File: config.mk
export PLATFORM = sky130hd
export DESIGN_NAME = temporizador_estados_flat
export DESIGN_NICKNAME = d
export VERILOG_FILES = /design/src/rtl/temporizador_estados_pkg.sv /design/src/rtl/temporizador_estados_if.sv /design/src/rtl/temporizador_estados_divisor_tick.sv /design/src/rtl/temporizador_estados.sv /design/src/flat_wrapper.sv
export SDC_FILE = /design/constraint.sdc
export NUM_CORES = 1
export LEC_CHECK = 0
export BUFFER_PORTS_ARGS = -buffer_cell sky130_fd_sc_hd__buf_2
export CORE_MARGIN = 4
export CORE_UTILIZATION = 61
export DETAILED_ROUTE_END_ITERATION = 8
export HOLD_SLACK_MARGIN = 0.06
export PLACE_DENSITY = 0.89
export REMOVE_ABC_BUFFERS = 1
export SYNTH_ARGS = -nofsm -noshare
export SYNTH_HDL_FRONTEND = slang
export SYNTH_HIERARCHICAL = 1
export SYNTH_SLANG_ARGS = --single-unit
File: constraint.sdc
create_clock -name CLK -period 4.25 [get_ports CLK]
set_input_delay 0.425 -clock CLK [delete_from_list [all_inputs] [get_ports CLK]]
set_output_delay 0.425 -clock CLK [all_outputs]
set_load 0.01 [all_outputs]
File: src/rtl/temporizador_estados_pkg.sv
// rtl/temporizador_estados_pkg.sv - shared state codes and timer FSM types
// Holds the controller state-code constants (shared with the coffee-machine
// controller), the internal timer FSM encoding and two small helpers that
// classify a state code.
package temporizador_estados_pkg;

    localparam int COD_W = 3;

    localparam logic [COD_W-1:0] ESPERANDO     = 3'b000;
    localparam logic [COD_W-1:0] ESCOLHENDO    = 3'b001;
    localparam logic [COD_W-1:0] SENSORES      = 3'b010;
    localparam logic [COD_W-1:0] PAGAMENTO     = 3'b011;
    localparam logic [COD_W-1:0] ERRO_VALOR    = 3'b100;
    localparam logic [COD_W-1:0] PRESSURIZACAO = 3'b101;
    localparam logic [COD_W-1:0] AQUECIMENTO   = 3'b110;
    localparam logic [COD_W-1:0] PRONTO        = 3'b111;

    typedef enum logic [1:0] {
        OCIOSO   = 2'b00,
        CONTANDO = 2'b01,
        EXPIRADO = 2'b10
    } fase_t;

    // Codes 011..111 are the timed states.
    function automatic logic eh_temporizado(input logic [COD_W-1:0] cod);
        return cod >= PAGAMENTO;
    endfunction

    // One-hot pulse vector {PRO, AQU, PRE, ERRO, PAG} for a timed code.
    function automatic logic [4:0] pulso_de(input logic [COD_W-1:0] cod);
        logic [4:0] v;
        case (cod)
            PAGAMENTO:     v = 5'b00001;
            ERRO_VALOR:    v = 5'b00010;
            PRESSURIZACAO: v = 5'b00100;
            AQUECIMENTO:   v = 5'b01000;
            PRONTO:        v = 5'b10000;
            default:       v = 5'b00000;
        endcase
        return v;
    endfunction

endpackage

File: src/rtl/temporizador_estados_if.sv
// rtl/temporizador_estados_if.sv - controller <-> timer signal bundle
// master: controller side (drives ESTADO_COD, receives pulses/display data)
// slave : timer side (samples ESTADO_COD, drives TIMER_*, RESTANTE, ATIVO)
interface temporizador_estados_if
    import temporizador_estados_pkg::*;
#(
    parameter int CNT_W = 6
) ();

    logic [COD_W-1:0] ESTADO_COD;
    logic             TIMER_PAG;
    logic             TIMER_ERRO;
    logic             TIMER_PRE;
    logic             TIMER_AQU;
    logic             TIMER_PRO;
    logic [CNT_W-1:0] RESTANTE;
    logic             ATIVO;

    modport master (
        output ESTADO_COD,
        input  TIMER_PAG, TIMER_ERRO, TIMER_PRE, TIMER_AQU, TIMER_PRO,
        input  RESTANTE, ATIVO
    );

    modport slave (
        input  ESTADO_COD,
        output TIMER_PAG, TIMER_ERRO, TIMER_PRE, TIMER_AQU, TIMER_PRO,
        output RESTANTE, ATIVO
    );

endinterface

File: src/rtl/temporizador_estados_divisor_tick.sv
// rtl/temporizador_estados_divisor_tick.sv - prescaler emitting one tick per PRESC cycles
// CLK      clock, rising edge
// RST_N    asynchronous active-low reset
// LIMPA    synchronous clear (wins over HABILITA)
// HABILITA count enable
// TICK     high in the cycle where the enabled counter wraps
module divisor_tick #(
    parameter int PRESC   = 50000000,
    parameter int PRESC_W = 26
) (
    input  logic CLK,
    input  logic RST_N,
    input  logic LIMPA,
    input  logic HABILITA,
    output logic TICK
);

    logic [PRESC_W-1:0] cnt;
    logic               no_topo;

    assign no_topo = (cnt == PRESC_W'(PRESC - 1));
    assign TICK    = HABILITA && !LIMPA && no_topo;

    always_ff @(posedge CLK or negedge RST_N) begin
        if (!RST_N) begin
            cnt <= '0;
        end else if (LIMPA) begin
            cnt <= '0;
        end else if (HABILITA) begin
            cnt <= no_topo ? '0 : cnt + 1'b1;
        end
    end

endmodule

File: src/rtl/temporizador_estados.sv
// rtl/temporizador_estados.sv - per-state timeout generator for the coffee-machine controller
// CLK   clock, rising edge
// RST_N asynchronous active-low reset
// tmr   slave side of temporizador_estados_if: ESTADO_COD in;
//       TIMER_PAG/ERRO/PRE/AQU/PRO one-cycle timeout pulses, RESTANTE ticks
//       left in the current timed state, ATIVO high while counting (all registered)
module temporizador_estados
    import temporizador_estados_pkg::*;
#(
    parameter int PRESC   = 50000000,
    parameter int PRESC_W = 26,
    parameter int CNT_W   = 6,
    parameter int T_PAG   = 30,
    parameter int T_ERRO  = 3,
    parameter int T_PRE   = 5,
    parameter int T_AQU   = 10,
    parameter int T_PRO   = 4
) (
    input  logic                  CLK,
    input  logic                  RST_N,
    temporizador_estados_if.slave tmr
);

    logic [COD_W-1:0] est_reg;
    fase_t            fase, fase_nxt;
    logic [CNT_W-1:0] ticks, ticks_nxt;
    logic [CNT_W-1:0] restante, restante_nxt;
    logic [CNT_W-1:0] lim_atual, lim_novo, lim_sel;
    logic [4:0]       pulso, pulso_nxt;
    logic             ativo, ativo_nxt;
    logic             mudou;
    logic             tick;

    // A zero limit would never expire, so it is promoted to one tick.
    function automatic logic [CNT_W-1:0] limite(input logic [COD_W-1:0] cod);
        int t;
        case (cod)
            PAGAMENTO:     t = T_PAG;
            ERRO_VALOR:    t = T_ERRO;
            PRESSURIZACAO: t = T_PRE;
            AQUECIMENTO:   t = T_AQU;
            PRONTO:        t = T_PRO;
            default:       t = 1;
        endcase
        if (t == 0) t = 1;
        return CNT_W'(t);
    endfunction

    assign mudou     = (tmr.ESTADO_COD != est_reg);
    assign lim_atual = limite(est_reg);
    assign lim_novo  = limite(tmr.ESTADO_COD);

    divisor_tick #(
        .PRESC   (PRESC),
        .PRESC_W (PRESC_W)
    ) u_divisor (
        .CLK      (CLK),
        .RST_N    (RST_N),
        .LIMPA    (mudou),
        .HABILITA (fase == CONTANDO),
        .TICK     (tick)
    );

    always_ff @(posedge CLK or negedge RST_N) begin
        if (!RST_N) begin
            est_reg  <= ESPERANDO;
            fase     <= OCIOSO;
            ticks    <= '0;
            pulso    <= '0;
            restante <= '0;
            ativo    <= 1'b0;
        end else begin
            est_reg  <= tmr.ESTADO_COD;
            fase     <= fase_nxt;
            ticks    <= ticks_nxt;
            pulso    <= pulso_nxt;
            restante <= restante_nxt;
            ativo    <= ativo_nxt;
        end
    end

    // A state change takes priority over an expiry on the same edge, so a
    // pulse is only produced while the code is still the one being timed.
    always_comb begin
        fase_nxt  = fase;
        ticks_nxt = ticks;
        pulso_nxt = '0;
        if (mudou) begin
            ticks_nxt = '0;
            fase_nxt  = eh_temporizado(tmr.ESTADO_COD) ? CONTANDO : OCIOSO;
        end else if (fase == CONTANDO && tick) begin
            if (ticks >= lim_atual - 1'b1) begin
                ticks_nxt = lim_atual;
                fase_nxt  = EXPIRADO;
                pulso_nxt = pulso_de(est_reg);
            end else begin
                ticks_nxt = ticks + 1'b1;
            end
        end
        lim_sel      = mudou ? lim_novo : lim_atual;
        ativo_nxt    = (fase_nxt == CONTANDO);
        restante_nxt = ativo_nxt ? (lim_sel - ticks_nxt) : '0;
    end

    assign tmr.TIMER_PAG  = pulso[0];
    assign tmr.TIMER_ERRO = pulso[1];
    assign tmr.TIMER_PRE  = pulso[2];
    assign tmr.TIMER_AQU  = pulso[3];
    assign tmr.TIMER_PRO  = pulso[4];
    assign tmr.RESTANTE   = restante;
    assign tmr.ATIVO      = ativo;

endmodule

File: src/flat_wrapper.sv
// flat-port wrapper written by rule: the top's interface ports become plain ports
module temporizador_estados_flat import temporizador_estados_pkg::*;
#(
    parameter int PRESC   = 50000000,
    parameter int PRESC_W = 26,
    parameter int CNT_W   = 6,
    parameter int T_PAG   = 30,
    parameter int T_ERRO  = 3,
    parameter int T_PRE   = 5,
    parameter int T_AQU   = 10,
    parameter int T_PRO   = 4
)
  (CLK, RST_N, tmr_ESTADO_COD, tmr_TIMER_PAG, tmr_TIMER_ERRO, tmr_TIMER_PRE, tmr_TIMER_AQU, tmr_TIMER_PRO, tmr_RESTANTE, tmr_ATIVO);
  temporizador_estados_if #(.CNT_W(CNT_W)) tmr_i ();
  input  logic CLK;
  input  logic RST_N;
  input wire logic [$bits(tmr_i.ESTADO_COD)-1:0] tmr_ESTADO_COD;
  output wire logic [$bits(tmr_i.TIMER_PAG)-1:0] tmr_TIMER_PAG;
  output wire logic [$bits(tmr_i.TIMER_ERRO)-1:0] tmr_TIMER_ERRO;
  output wire logic [$bits(tmr_i.TIMER_PRE)-1:0] tmr_TIMER_PRE;
  output wire logic [$bits(tmr_i.TIMER_AQU)-1:0] tmr_TIMER_AQU;
  output wire logic [$bits(tmr_i.TIMER_PRO)-1:0] tmr_TIMER_PRO;
  output wire logic [$bits(tmr_i.RESTANTE)-1:0] tmr_RESTANTE;
  output wire logic [$bits(tmr_i.ATIVO)-1:0] tmr_ATIVO;
  assign tmr_i.ESTADO_COD = tmr_ESTADO_COD;
  assign tmr_TIMER_PAG = tmr_i.TIMER_PAG;
  assign tmr_TIMER_ERRO = tmr_i.TIMER_ERRO;
  assign tmr_TIMER_PRE = tmr_i.TIMER_PRE;
  assign tmr_TIMER_AQU = tmr_i.TIMER_AQU;
  assign tmr_TIMER_PRO = tmr_i.TIMER_PRO;
  assign tmr_RESTANTE = tmr_i.RESTANTE;
  assign tmr_ATIVO = tmr_i.ATIVO;
  temporizador_estados #(.PRESC(PRESC), .PRESC_W(PRESC_W), .CNT_W(CNT_W), .T_PAG(T_PAG), .T_ERRO(T_ERRO), .T_PRE(T_PRE), .T_AQU(T_AQU), .T_PRO(T_PRO)) u_core (.CLK(CLK), .RST_N(RST_N), .tmr(tmr_i));
endmodule
## Word-level counts from Yosys, hierarchy flattened

Index checks and enable logic that the tools add are counted.

| storage, ports and cells | value |
|---|---|
| register bits | 49 |
| input port bits | 5 |
| output and inout bits | 12 |
| word-level logic and storage cells | 54 |

| operators by class | value |
|---|---|
| add/subtract/negate cells | 4 |
| magnitude comparators | 2 |
| eq/ne operators | 14 |
| mux-type cells | 20 |
| reduce and logical (&&, ||, !) cells | 7 |

Operators by type and width:

| operator | number |
|---|---|
| $mux W26 | 3 |
| $pmux W5 S5 | 3 |
| $logic_not A32 Y1 | 2 |
| $mux W5 | 6 |
| $add A26 B1 Y26 const B | 1 |
| $eq A26 B26 Y1 const B | 1 |
| $eq A3 B3 Y1 const B | 8 |
| $mux W6 | 4 |
| $add A6 B1 Y6 const B | 1 |
| $eq A3 B2 Y1 const B | 2 |
| $ge A6 B6 Y1 | 1 |
| $mux W2 | 3 |
| $sub A5 B1 Y6 const B | 1 |
| $sub A6 B6 Y6 | 1 |
| $eq A2 B1 Y1 const B | 2 |
| $ge A3 B2 Y1 const B | 1 |
| $logic_and A1 B1 Y1 | 3 |
| $ne A3 B3 Y1 | 1 |
| $reduce_bool A2 Y1 | 1 |
| $logic_not A1 Y1 | 1 |
| $mux W1 | 1 |

## Logic depth before layout (Yosys ltp)

Gate-level depths: netlist of the first run.

| depth | value |
|---|---|
| depth after elaboration | 11 |
| mapped depth | 20 |
| depth with buffers taken out | 18 |

## Modules after synthesis

The synthesis of the first run kept the hierarchy.

By module, submodules not included:

| module | instances | cells each | area an instance (um^2) | seq. area each (um^2) |
|---|---|---|---|---|
| divisor_tick | 1 | 192 | 1661.6 | 650.6 |
| temporizador_estados | 1 | 153 | 1472.7 | 575.6 |

## Worst setup path before layout of the first run

OpenSTA, ideal clock, no wires.

| timing | value |
|---|---|
| kind | register to register |
| from | register u_core.u_divisor.cnt[10] |
| to | register u_core.restante[5] (netlist: u_core/tmr.RESTANTE[5]) |
| library setup time | 129 ps |
| arrival | 3688 ps |
| data required time | 4121 ps |
| path slack | 433 ps |
| cell stages (with the launch flop) | 17 |
| buffers on the path | 1 |
| clock period less this slack | 3817 ps |
| path through | dfrtp_1 or4_4 nor4_2 buf_2 nand2_4 nor3_1 nand3b_4 or3_2 a21o_1 a31oi_1 inv_1 ha_1 o21ai_0 o21bai_1 a21oi_1 xnor2_1 nor2_2 |

| between the ends | value |
|---|---|
| longest elaborated chain between the ends | 7 |
| elaborated cells on any way between the ends | 10 |
| those cells by class | add/sub (1); eq/ne (2); mux (5); reduce/logical (2) |

RTL lines:

| item | RTL line | RTL |
|---|---|---|
| from (decl) | temporizador_estados_divisor_tick.sv:18 | `logic [PRESC_W-1:0] cnt;` |
| from (signal assigned) | temporizador_estados_divisor_tick.sv:30 | `cnt <= no_topo ? '0 : cnt + 1'b1;` |
| $eq A26 B26 Y1 | temporizador_estados_divisor_tick.sv:21 | `assign no_topo = (cnt == PRESC_W'(PRESC - 1));` |
| $logic_and A1 B1 Y1 | temporizador_estados_divisor_tick.sv:22 | `assign TICK = HABILITA && !LIMPA && no_topo;` |
| net u_core.tick | temporizador_estados.sv:32 | `logic tick;` |
| $logic_and A1 B1 Y1 | temporizador_estados.sv:91 | `end else if (fase == CONTANDO && tick) begin` |
| $mux W6 | temporizador_estados.sv:91 |  |
| $mux W6 | temporizador_estados.sv:88 | `if (mudou) begin` |
| net u_core.ticks_nxt[3] | temporizador_estados.sv:26 | `logic [CNT_W-1:0] ticks, ticks_nxt;` |
| $sub A6 B6 Y6 | temporizador_estados.sv:102 | `restante_nxt = ativo_nxt ? (lim_sel - ticks_nxt) : '0;` |
| $mux W6 | temporizador_estados.sv:102 |  |
| net u_core.restante_nxt[5] | temporizador_estados.sv:27 | `logic [CNT_W-1:0] restante, restante_nxt;` |
| to (signal assigned) | temporizador_estados.sv:77 | `restante <= restante_nxt;` |
| to (decl) | temporizador_estados.sv:27 |  |

The timed path passes the listed nets, and every way through them passes these cells.
A chain may end at the register's enable or synchronous reset.

## Final worst setup path of the first run

| timing | value |
|---|---|
| from | register u_core.est_reg[1] |
| to | register u_core.restante[5] (netlist: u_core/tmr.RESTANTE[5]) |

| between the ends | value |
|---|---|
| longest elaborated chain between the ends | 11 |
| elaborated cells on any way between the ends | 25 |
| those cells by class | add/sub (2); order compare (1); eq/ne (7); mux (10); reduce/logical (5) |

RTL lines:

| item | RTL line | RTL |
|---|---|---|
| from (decl) | temporizador_estados.sv:24 | `logic [COD_W-1:0] est_reg;` |
| from (signal assigned) | temporizador_estados.sv:73 | `est_reg <= tmr.ESTADO_COD;` |
| $eq A3 B3 Y1 / $eq A3 B2 Y1 (equally long branches) | temporizador_estados.sv:37 | `case (cod)` |
| $pmux W5 S5 | temporizador_estados.sv:37 |  |
| $logic_not A32 Y1 | temporizador_estados.sv:45 | `if (t == 0) t = 1;` |
| $mux W5 | temporizador_estados.sv:45 |  |
| $sub A5 B1 Y6 | temporizador_estados.sv:92 | `if (ticks >= lim_atual - 1'b1) begin` |
| $ge A6 B6 Y1 | temporizador_estados.sv:92 |  |
| $mux W6 / $mux W2 (equally long branches) | temporizador_estados.sv:92 |  |
| $mux W6 / $mux W2 (equally long branches) | temporizador_estados.sv:91 |  |
| $mux W6 / $mux W2 (equally long branches) | temporizador_estados.sv:88 |  |
| $sub A6 B6 Y6 / $eq A2 B1 Y1 (equally long branches) | temporizador_estados.sv:102, temporizador_estados.sv:101 |  |
| $mux W6 (*) | temporizador_estados.sv:102 |  |
| net u_core.restante_nxt[5] | temporizador_estados.sv:27 |  |

Mark *: on every way through the listed nets, which the timed path passes. The rest lies on a longest branch.

==> run summary, run 1 <==
CTS clk-pin slew, worst paths: 100 ps
Antenna Cells: 0
Area growth, synth to finish: 7.15%
Final Non-Filler Cells: 422
post-synthesis sequential area ratio: 39.1%
Clock Skew: 9.39 ps
postcts setup bufs: 0
count of pins over their slew limit: 0
# hold bufs at CTS: 0
vias in the first global route: 2516
Yosys cell types: 71
Die W: 79.7 um
Slowest-stage cell, CP: dfrtp_1
CP required: 4440 ps
Area contributors post-synth: dfrtp_1, ha_1, nand2_1
Crit Path Category: flip-flop to flip-flop
CP arrival: 4250 ps
drt via density: 6.37
1st-iter DRT viols: 322
number of buffers created by CTS: 5
CTS H-tree depth: 2
Max Root-Sink Buffers: 2
Hold Vio Cnt, Final: 0
Synth top area share: 39.1%
final setup fails: 0
worst hold margin: 303 ps
Rows: 25
router iterations before antenna repair: 5
Most used DFF post-synth: dfrtp_1
initial antenna violation count: 0
Global Route Usage Sum: 23.9%
worst skew pair latency: 310 ps
fin crit share: 95.3%
largest net degree at the start of global routing: 50
Sink Count: 49
first-pass GRT wire length: 12000 um
worst-margin pin slew: 1090 ps
Top Ports: 17
post-synthesis async set-or-reset flop share: 100%
Largest stage delay, worst path: 520 ps
Setup crit end kind: flip-flop
core area: 0.00485 mm^2
Starting Density: 64.6%
dpl cells: 414
Worst Path Max Fanout: 13
Synth Area per Inst: 9.08 um^2
max FFs per register: 26
status: finished, final reports clean
Final Wtd Congestion: 0.900
min Tclk post-route: 4050 ps
crit-path cells: nand2_1, nor2_1, a21oi_1, ha_1, xor2_1, ha_1, a211oi_1, o22ai_4, o21a_1, a22o_2, nand2_1, ha_1, nor2b_1, nor3_1, o21bai_1, a21oi_1, xnor2_1, nor2_2
Die Area: 0.00635 mm^2
number of synthesized register bits: 49
Die Y: 79.7 um
post-synthesis cell area: 0.00313 mm^2
fmax: 247 MHz
Slew headroom: 27.2%
leakage: 1.37 nW
CTS tree: yes
total power: 0.907 mW
most instantiated cells after synthesis: dfrtp_1, nand2_1, nor2_1
final net count: 374
CTS resizes: 0
Final ANT Viol Nets: 0
most numerous cell on the critical path: ha_1
Post-Place Setup Slack: 117 ps
Hold Path Cell Cnt: 1
design area: 0.00336 mm^2
VDD IR max: 0.227 mV
Worst Hold Class: primary input to flip-flop
Vias: 2690
Yosys warnings: 6
area post-placement: 0.00324 mm^2
Startpoint Class: flip-flop
share of layout cells above drive strength 1: 15.8%
final setup margin: 198 ps
# DRC: 0
R2R depth: 18
PortBufs: 16
Largest Register: u_core/u_divisor/cnt
number of max-cap violations: 0
gr ovfl total: 0
WL/cell: 16.6 um
detailed-placement wirelength estimate: 4930 um
cell count after synthesis: 345
Post-synth EDFFs: 0
Post-Route WL: 7030 um
dominant cell type by area after synthesis: dfrtp_1
clk root buf: clkbuf_8
dominant cell by count in the synthesized netlist: dfrtp_1
pwr dens: 270 mW/mm^2
[routing by layer]
metal | vias to the layer above | track usage (%) | share of wire, %
li1 | 1269 | - | -
met1 | 1274 | 32.7 | 44
met2 | 128 | 38.1 | 47
met3 | 19 | 3.95 | 6.6
met4 | 0 | 8.59 | 1.7
met5 | - | 0 | 0
[report_power, final]
part	switching [mW]	leakage, nW	internal (mW)
sequential	0.00797	0.666	0.477
clock	0.174	0.0511	0.124
combinational	0.0856	0.649	0.0386
total	0.268	1.37	0.640
[worst max-delay path: cells and delay by family, from the launching register on]
family	cells	cell delay (ps)
adders and majority gates	3	650
DFF	1	520
AOI/OAI and AO/OA	7	1540
and+or+nand+nor	6	860
xor gates and xnor gates	2	330
[worst paths after layout]
kind	startpoint	endpoint	slack, ps
worst max register to register	u_core/est_reg[1]$_DFF_PN0_	u_core/tmr.RESTANTE[5]$_DFF_PN0_	200
worst min register to register	u_core/fase[1]$_DFF_PN0_	u_core/fase[1]$_DFF_PN0_	540
worst max-delay path	u_core/est_reg[1]$_DFF_PN0_	u_core/tmr.RESTANTE[5]$_DFF_PN0_	200
max in group asynchronous	RST_N	u_core/fase[0]$_DFF_PN0_	3300
min in group asynchronous	RST_N	u_core/pulso[3]$_DFF_PN0_	310
worst min-delay path	tmr_ESTADO_COD[1]	u_core/est_reg[1]$_DFF_PN0_	300
[cell type report]
type,count,area [um^2]
tap,67,83.8
multi-input combinational,260,1770
timing repair buffer,21,118
clock inverter,3,28.8
inverter,17,63.8
clock buffer,5,68.8
sequential,49,1230
fill,365,1490
[cells in the final DEF, fill, tap and decap left out, types with 5 or more instances in the layout]
master	n
dfrtp_1	49
a21oi_1	22
a22oi_1	6
nand4_1	12
nor3_1	10
a21o_1	5
inv_1	16
buf_2	16
nand3_1	12
nand2_1	33
ha_1	14
clkbuf_8	5
xnor2_1	6
o21ai_0	17
buf_4	5
nor2_1	28
xor2_1	8
a31oi_1	7
[logic make-up after synthesis]
| logic type | Yosys count | synth area share, % |
|---|---|---|
| compound gates | 82 | 17.7 |
| xor+xnor | 14 | 3.91 |
| fa+ha+maj | 15 | 6.23 |
| buf+inv | 36 | 5.11 |
| flops | 49 | 39.1 |
| mux | 3 | 0.998 |
| other cells | 1 | 0.120 |
| simple gates | 145 | 26.8 |
[stage by stage]
| stage | util [%] | TNS [ps] |
|---|---|---|
| 2_1_floorplan | - | 0 |
| 3_3_place_gp | 66.8 | 0 |
| 3_5_place_dp | 66.8 | 0 |
| 4_1_cts | 68.8 | 0 |
| 5_1_grt | 69.3 | -0.732 |
| 6_report | 69.3 | 0 |
Note: power is estimated with default switching activity, not from simulation.
==> inputs of run 2 (changes only) <==
--- a/config.mk
+++ b/config.mk
@@ -6,12 +6,12 @@
 export NUM_CORES = 1
 export LEC_CHECK = 0
 export BUFFER_PORTS_ARGS = -buffer_cell sky130_fd_sc_hd__buf_2
-export CORE_MARGIN = 4
-export CORE_UTILIZATION = 61
+export CORE_UTILIZATION = 65
 export DETAILED_ROUTE_END_ITERATION = 8
 export HOLD_SLACK_MARGIN = 0.06
-export PLACE_DENSITY = 0.89
+export PLACE_DENSITY = 0.93
 export REMOVE_ABC_BUFFERS = 1
+export SLEW_MARGIN = 20
 export SYNTH_ARGS = -nofsm -noshare
 export SYNTH_HDL_FRONTEND = slang
 export SYNTH_HIERARCHICAL = 1
==> constraint.sdc (replaced) <==
create_clock -name CLK -period 5.2 [get_ports CLK]
set_input_delay 0.52 -clock CLK [delete_from_list [all_inputs] [get_ports CLK]]
set_output_delay 0.52 -clock CLK [all_outputs]
set_load 0.01 [all_outputs]
==> run summary, run 2 (synthesized netlist as in run 1, its figures left out) <==
status: finished, final reports clean (unchanged)
PortBufs: 16 (unchanged)
Slowest-stage cell, CP: and4_1 (was dfrtp_1)
count of pins over their slew limit: 0 (unchanged)
crit-path cells: ha_1, and4_1, and4_1, nand2_4, nor3_1, nand3b_4, or3_2, a21o_1, a31oi_1, inv_1, ha_1, o21ai_0, o21bai_1, a21oi_1, xnor2_1, nor2_2 (was nand2_1, nor2_1, a21oi_1, ha_1, xor2_1, ha_1, a211oi_1, o22ai_4, o21a_1, a22o_2, nand2_1, ha_1, nor2b_1, nor3_1, o21bai_1, a21oi_1, xnor2_1, nor2_2)
Final Non-Filler Cells: 404 (was 422)
CTS tree: yes (unchanged)
Vias: 2732 (was 2690)
router iterations before antenna repair: 5 (unchanged)
min Tclk post-route: 4290 ps (was 4050 ps)
Final ANT Viol Nets: 0 (unchanged)
Die Area: 0.00510 mm^2 (was 0.00635 mm^2)
final setup margin: 907 ps (was 198 ps)
Setup crit end kind: flip-flop (unchanged)
# DRC: 0 (unchanged)
share of layout cells above drive strength 1: 14.8% (was 15.8%)
drt via density: 6.76 (was 6.37)
cell family with most CP delay: simple AND/OR/NAND/NOR gates (was compound AO/OA/AOI/OAI gates)
design area: 0.00330 mm^2 (was 0.00336 mm^2)
pwr dens: 222 mW/mm^2 (was 270 mW/mm^2)
Hold Vio Cnt, Final: 0 (unchanged)
Antenna Cells: 0 (unchanged)
Sink Count: 49 (unchanged)
Max Root-Sink Buffers: 2 (unchanged)
number of max-cap violations: 0 (unchanged)
worst skew pair latency: 310 ps (about the same)
max FFs per register: 26 (unchanged)
CTS resizes: 0 (unchanged)
1st-iter DRT viols: 369 (was 322)
# hold bufs at CTS: 0 (unchanged)
Starting Density: 69.6% (was 64.6%)
final net count: 371 (was 374)
Area growth, synth to finish: 5.19% (was 7.15%)
CP Buf/Inv Count: 1 (was 0)
Setup TNS: 0 ps (unchanged)
first-pass GRT wire length: 12300 um (was 12000 um)
postcts setup bufs: 0 (unchanged)
Startpoint Class: flip-flop (unchanged)
commonest non-fill, non-tap cell in the layout: dfrtp_1 (unchanged)
area post-placement: 0.00320 mm^2 (was 0.00324 mm^2)
gr ovfl total: 0 (unchanged)
RSZ-0062 raised after global routing: false
final setup fails: 0 (unchanged)
Crit Path Category: flip-flop to flip-flop (unchanged)
dpl cells: 396 (was 414)
Worst Hold Class: primary input to async pin (was primary input to flip-flop)
Clock Skew: 7.36 ps (was 9.39 ps)
detailed-placement wirelength estimate: 5000 um (was 4930 um)
number of buffers created by CTS: 5 (unchanged)
fmax: 233 MHz (was 247 MHz)
Slew headroom: 23.9% (was 27.2%)
Die Y: 71.4 um (was 79.7 um)
vias in the first global route: 2591 (was 2516)
WL/cell: 17.8 um (was 16.6 um)
Die W: 71.4 um (was 79.7 um)
worst-margin pin slew: 1140 ps (was 1090 ps)
Top Ports: 17 (unchanged)
VDD IR max: 0.196 mV (was 0.227 mV)
Post-Route WL: 7200 um (was 7030 um)
initial antenna violation count: 0 (unchanged)
Global Route Usage Sum: 31.2% (was 23.9%)
most frequent cells in the layout: dfrtp_1, nand2_1, nor2_1 (unchanged)
Largest Register: u_core/u_divisor/cnt (unchanged)
leakage: 1.35 nW (was 1.37 nW)
Final Wtd Congestion: 0.947 (was 0.900)
Post-Place Setup Slack: 966 ps (was 117 ps)
core area: 0.00450 mm^2 (was 0.00485 mm^2)
Largest stage delay, worst path: 530 ps (was 520 ps)
CP required: 5390 ps (was 4440 ps)
Rows: 24 (was 25)
CP arrival: 4480 ps (was 4250 ps)
Worst Path Max Fanout: 11 (was 13)
CTS H-tree depth: 2 (unchanged)
clk root buf: clkbuf_8 (unchanged)
CTS clk-pin slew, worst paths: 90 ps (was 100 ps)
fin crit share: 82.5% (was 95.3%)
largest net degree at the start of global routing: 50 (unchanged)
run 2: through the flow:
| stage | total power [mW] | utilization, % | hold WS, ps |
|---|---|---|---|
| after CTS | 0.733 | 73.1 | 401 |
| final | 0.731 | 73.2 | 217 |
| after global placement | 0.495 | 71.0 | 519 |
| after global routing | 0.760 | 73.2 | 272 |
| after floorplan | 0.462 | - | 224 |
| after detailed placement | 0.500 | 71.0 | 548 |
run 2: final cells by class:
cell class | instances | area [um^2]
clock inverter | 2 | 13.8
multi-input combinational | 260 | 1750
clock buffer | 6 | 82.6
sequential | 49 | 1230
fill | 312 | 1210
tap | 52 | 65.1
inverter | 17 | 63.8
timing repair buffer | 18 | 97.6
run 2: final timing paths:
kind,from,to,slack (ps),cells past startpoint
max,u_core/u_divisor/cnt[0]$_DFFE_PN0P_,u_core/tmr.RESTANTE[5]$_DFF_PN0_,910,16
max in group asynchronous,RST_N,u_core/ticks[1]$_DFF_PN0_,4580,1
min reg2reg,u_core/fase[1]$_DFF_PN0_,u_core/fase[1]$_DFF_PN0_,580,2
min,RST_N,u_core/u_divisor/cnt[1]$_DFFE_PN0P_,220,1
min in group CLK,tmr_ESTADO_COD[1],u_core/est_reg[1]$_DFF_PN0_,410,1
max reg2reg,u_core/u_divisor/cnt[0]$_DFFE_PN0P_,u_core/tmr.RESTANTE[5]$_DFF_PN0_,910,16
run 2: power breakdown:
part	internal [mW]	switching, mW	leakage, nW
combinational	0.0291	0.0685	0.635
clock	0.108	0.128	0.0512
sequential	0.390	0.00752	0.666
total	0.527	0.204	1.35
run 2: routing by layer:
| metal | global-route usage [%] | routed length [um] | vias up |
|---|---|---|---|
| met5 | 0 | 0 | - |
| met4 | 11.8 | 185 | 0 |
| met3 | 5.77 | 557 | 23 |
| met2 | 52.7 | 3550 | 140 |
| met1 | 40.0 | 2910 | 1310 |
| li1 | - | - | 1259 |
run 2: worst reg2reg max path: cells and delay by family (launching register included):
kind,cells,cell delay [ps]
adder cells (fa/ha/maj),2,560
flip-flops,1,410
XOR/XNOR,1,170
AND/OR/NAND/NOR,7,2190
buffers and inverters,1,70
AO/OA/AOI/OAI,5,770
==> inputs of run 3 (changes only) <==
--- a/config.mk
+++ b/config.mk
@@ -6,10 +6,10 @@
 export NUM_CORES = 1
 export LEC_CHECK = 0
 export BUFFER_PORTS_ARGS = -buffer_cell sky130_fd_sc_hd__buf_2
-export CORE_UTILIZATION = 65
+export CORE_UTILIZATION = 55
 export DETAILED_ROUTE_END_ITERATION = 8
 export HOLD_SLACK_MARGIN = 0.06
-export PLACE_DENSITY = 0.93
+export PLACE_DENSITY = 0.85
 export REMOVE_ABC_BUFFERS = 1
 export SLEW_MARGIN = 20
 export SYNTH_ARGS = -nofsm -noshare
==> constraint.sdc (replaced) <==
create_clock -name CLK -period 3.49 [get_ports CLK]
set_input_delay 0.349 -clock CLK [delete_from_list [all_inputs] [get_ports CLK]]
set_output_delay 0.349 -clock CLK [all_outputs]
set_load 0.01 [all_outputs]
==> run summary, run 3 (synthesized netlist as in run 1, its figures left out) <==
met1 wire length: 3710 um (was 2910 um)
Die Y: 77.5 um (was 71.4 um)
fmax: 281 MHz (was 233 MHz)
Worst Setup SP: u_core/est_reg[1]$_DFF_PN0_ (was u_core/u_divisor/cnt[0]$_DFFE_PN0P_)
violated checks: setup timing
Routed met2 length: 4770 um (was 3550 um)
CTS tree: yes (unchanged)
CP Buf/Inv Count: 2 (was 1)
Largest Register: u_core/u_divisor/cnt (unchanged)
Rows: 27 (was 24)
RSZ-0062 raised after global routing: true (was false)
Starting Density: 56.9% (was 69.6%)
Worst Path Max Fanout: 6 (was 11)
final net count: 417 (was 371)
Hold Vio Cnt, Final: 0 (unchanged)
Clock Skew: 17.3 ps (was 7.36 ps)
Crit Path Category: flip-flop to flip-flop (unchanged)
commonest non-fill, non-tap cell in the layout: dfrtp_1 (unchanged)
total power: 1.15 mW (was 0.731 mW)
# DRC: 0 (unchanged)
Die W: 77.5 um (was 71.4 um)
Worst Hold Class: primary input to async pin (unchanged)
final setup margin: -67.7 ps (was 907 ps)
crit-path cells: nand2_2, nor2_4, a21oi_2, ha_1, xor2_1, ha_1, a211oi_2, o22ai_4, buf_6, nor3_4, a21oi_2, a21oi_2, ha_2, fa_2, inv_2, a21o_1, a21oi_2, xor2_1, nor2_1 (was ha_1, and4_1, and4_1, nand2_4, nor3_1, nand3b_4, or3_2, a21o_1, a31oi_1, inv_1, ha_1, o21ai_0, o21bai_1, a21oi_1, xnor2_1, nor2_2)
Reg2Reg Setup Slack: -70 ps (was 910 ps)
drt via density: 6.88 (was 6.76)
CTS H-tree depth: 2 (unchanged)
status: finished, violations left (was finished, final reports clean)
1st-iter DRT viols: 479 (was 369)
initial antenna violation count: 0 (unchanged)
most numerous cell on the critical path: a21oi_2
CTS clk-pin slew, worst paths: 100 ps (was 90 ps)
Core Util, Final: 71.1% (was 73.2%)
Slew headroom: 46.9% (was 23.9%)
detailed-placement wirelength estimate: 5230 um (was 5000 um)
CP arrival: 3750 ps (was 4480 ps)
worst-margin pin slew: 790 ps (was 1140 ps)
Final Wtd Congestion: 0.882 (was 0.947)
R2R depth: 19 (was 16)
number of buffers created by CTS: 5 (unchanged)
VDD IR max: 0.303 mV (was 0.196 mV)
count of pins over their slew limit: 0 (unchanged)
WL/cell: 21.1 um (was 17.8 um)
fin crit share: 102% (was 82.5%)
Post-Route WL: 9900 um (was 7200 um)
# hold bufs at CTS: 0 (unchanged)
routed length on met3: 923 um (was 557 um)
FF-to-FF Start: u_core/est_reg[1]$_DFF_PN0_ (was u_core/u_divisor/cnt[0]$_DFFE_PN0P_)
reg2reg end: u_core/tmr.RESTANTE[4]$_DFF_PN0_ (was u_core/tmr.RESTANTE[5]$_DFF_PN0_)
Max Root-Sink Buffers: 2 (unchanged)
pwr dens: 293 mW/mm^2 (was 222 mW/mm^2)
share of layout cells above drive strength 1: 32.2% (was 14.8%)
crit path to: u_core/tmr.RESTANTE[4]$_DFF_PN0_ (was u_core/tmr.RESTANTE[5]$_DFF_PN0_)
Global Route Usage Sum: 27.6% (was 31.2%)
Antenna Cells: 0 (unchanged)
final setup fails: 1 (was 0)
Setup crit end kind: flip-flop (unchanged)
Area growth, synth to finish: 24.9% (was 5.19%)
Sink Count: 49 (unchanged)
gr ovfl total: 0 (unchanged)
Top Layer Used: met4 (unchanged)
router iterations before antenna repair: 5 (unchanged)
vias in the first global route: 2763 (was 2591)
Top Ports: 17 (unchanged)
CP required: 3680 ps (was 5390 ps)
most frequent cells in the layout: dfrtp_1, buf_4, nand2_1 (was dfrtp_1, nand2_1, nor2_1)
core area: 0.00551 mm^2 (was 0.00450 mm^2)
Largest stage delay, worst path: 440 ps (was 530 ps)
largest net degree at the start of global routing: 50 (unchanged)
PortBufs: 16 (unchanged)
first-pass GRT wire length: 12900 um (was 12300 um)
worst skew pair latency: 310 ps (about the same)
Startpoint Class: flip-flop (unchanged)
clk root buf: clkbuf_8 (unchanged)
Slowest-stage cell, CP: dfrtp_1 (was and4_1)
min Tclk post-route: 3560 ps (was 4290 ps)
Final ANT Viol Nets: 0 (unchanged)
Crit path depth: 19 (was 16)
cell family with most CP delay: compound AO/OA/AOI/OAI gates (was simple AND/OR/NAND/NOR gates)
max FFs per register: 26 (unchanged)
leakage: 1.64 nW (was 1.35 nW)
Vias: 3235 (was 2732)
Die Area: 0.00600 mm^2 (was 0.00510 mm^2)
# fillers: 354 (was 312)
number of max-cap violations: 0 (unchanged)
## run 3: cell types whose count changed in the layout (fill, tap and decap cells not counted), sizes merged
cell	before	now
clkinv	2	3
buf	18	64
clkbuf	6	5
## run 3: power by group
part / internal (mW) / switching, mW
sequential: 0.581 / 0.00885
clock: 0.143 / 0.206
combinational: 0.0780 / 0.131
total: 0.801 / 0.346
## run 3: worst reg2reg max path, delay by kind of cell (launching register included)
| family | cells | cell delay (ps) |
|---|---|---|
| compound gates | 7 | 1130 |
| fa+ha+maj | 4 | 930 |
| flops | 1 | 440 |
| simple gates | 4 | 440 |
| xor+xnor | 2 | 320 |
| buf+inv | 2 | 180 |
## run 3: repair_timing
| item | CTS | global route |
|---|---|---|
| endpoints found under the setup margin | 3 | 5 |
| pin swaps | 14 | 29 |
| buffers inserted | 6 | 11 |
| hold endpoints to repair | 0 | 0 |
| resized for setup | 14 | 38 |
## run 3: how the worst min path moves through the flow
stage                           startpoint                                   end  slack (ps)  depth (start not counted)
6_report                             RST_N  u_core/u_divisor/cnt[18]$_DFFE_PN0P_          40                          1
5_1_grt                              RST_N  u_core/u_divisor/cnt[18]$_DFFE_PN0P_          80                          1
4_1_cts                  tmr_ESTADO_COD[1]           u_core/est_reg[1]$_DFF_PN0_         230                          1
3_5_place_dp   u_core/est_reg[1]$_DFF_PN0_             u_core/pulso[2]$_DFF_PN0_         510                          1
3_3_place_gp   u_core/est_reg[1]$_DFF_PN0_             u_core/pulso[2]$_DFF_PN0_         490                          1
2_1_floorplan                        RST_N           u_core/est_reg[0]$_DFF_PN0_          50                          0
## run 3: layer usage
layer / global-route usage (%) / up-vias
met1: 35.2 / 1545
met2: 45.5 / 276
met5: 0 / -
met4: 12.1 / 0
met3: 5.29 / 62
li1: - / 1352
## run 3: final cells by class
cell class	count	area (um^2)	area share (%)
Clock buffer	5	68.8	1.76
Clock inverter	3	22.5	0.575
Inverter	17	63.8	1.63
Multi-Input combinational cell	260	1980	50.5
Sequential cell	49	1230	31.4
Tap cell	72	90.1	2.30
Timing Repair Buffer	64	465	11.9
## run 3: through the flow
| stage | setup WS (ps) | instances | hold WS, ps | cell area (um^2) | setup TNS [ps] |
|---|---|---|---|---|---|
| 3_3_place_gp | -29.1 | 446 | 494 | 3450 | -29.1 |
| 3_5_place_dp | -177 | 446 | 514 | 3450 | -263 |
| 2_1_floorplan | -594 | 326 | 53.4 | 3040 | -1420 |
| 6_report | -67.7 | 470 | 44.5 | 3920 | -67.7 |
| 4_1_cts | -70.0 | 460 | 225 | 3650 | -70.0 |
| 5_1_grt | -229 | 470 | 84.3 | 3920 | -524 |
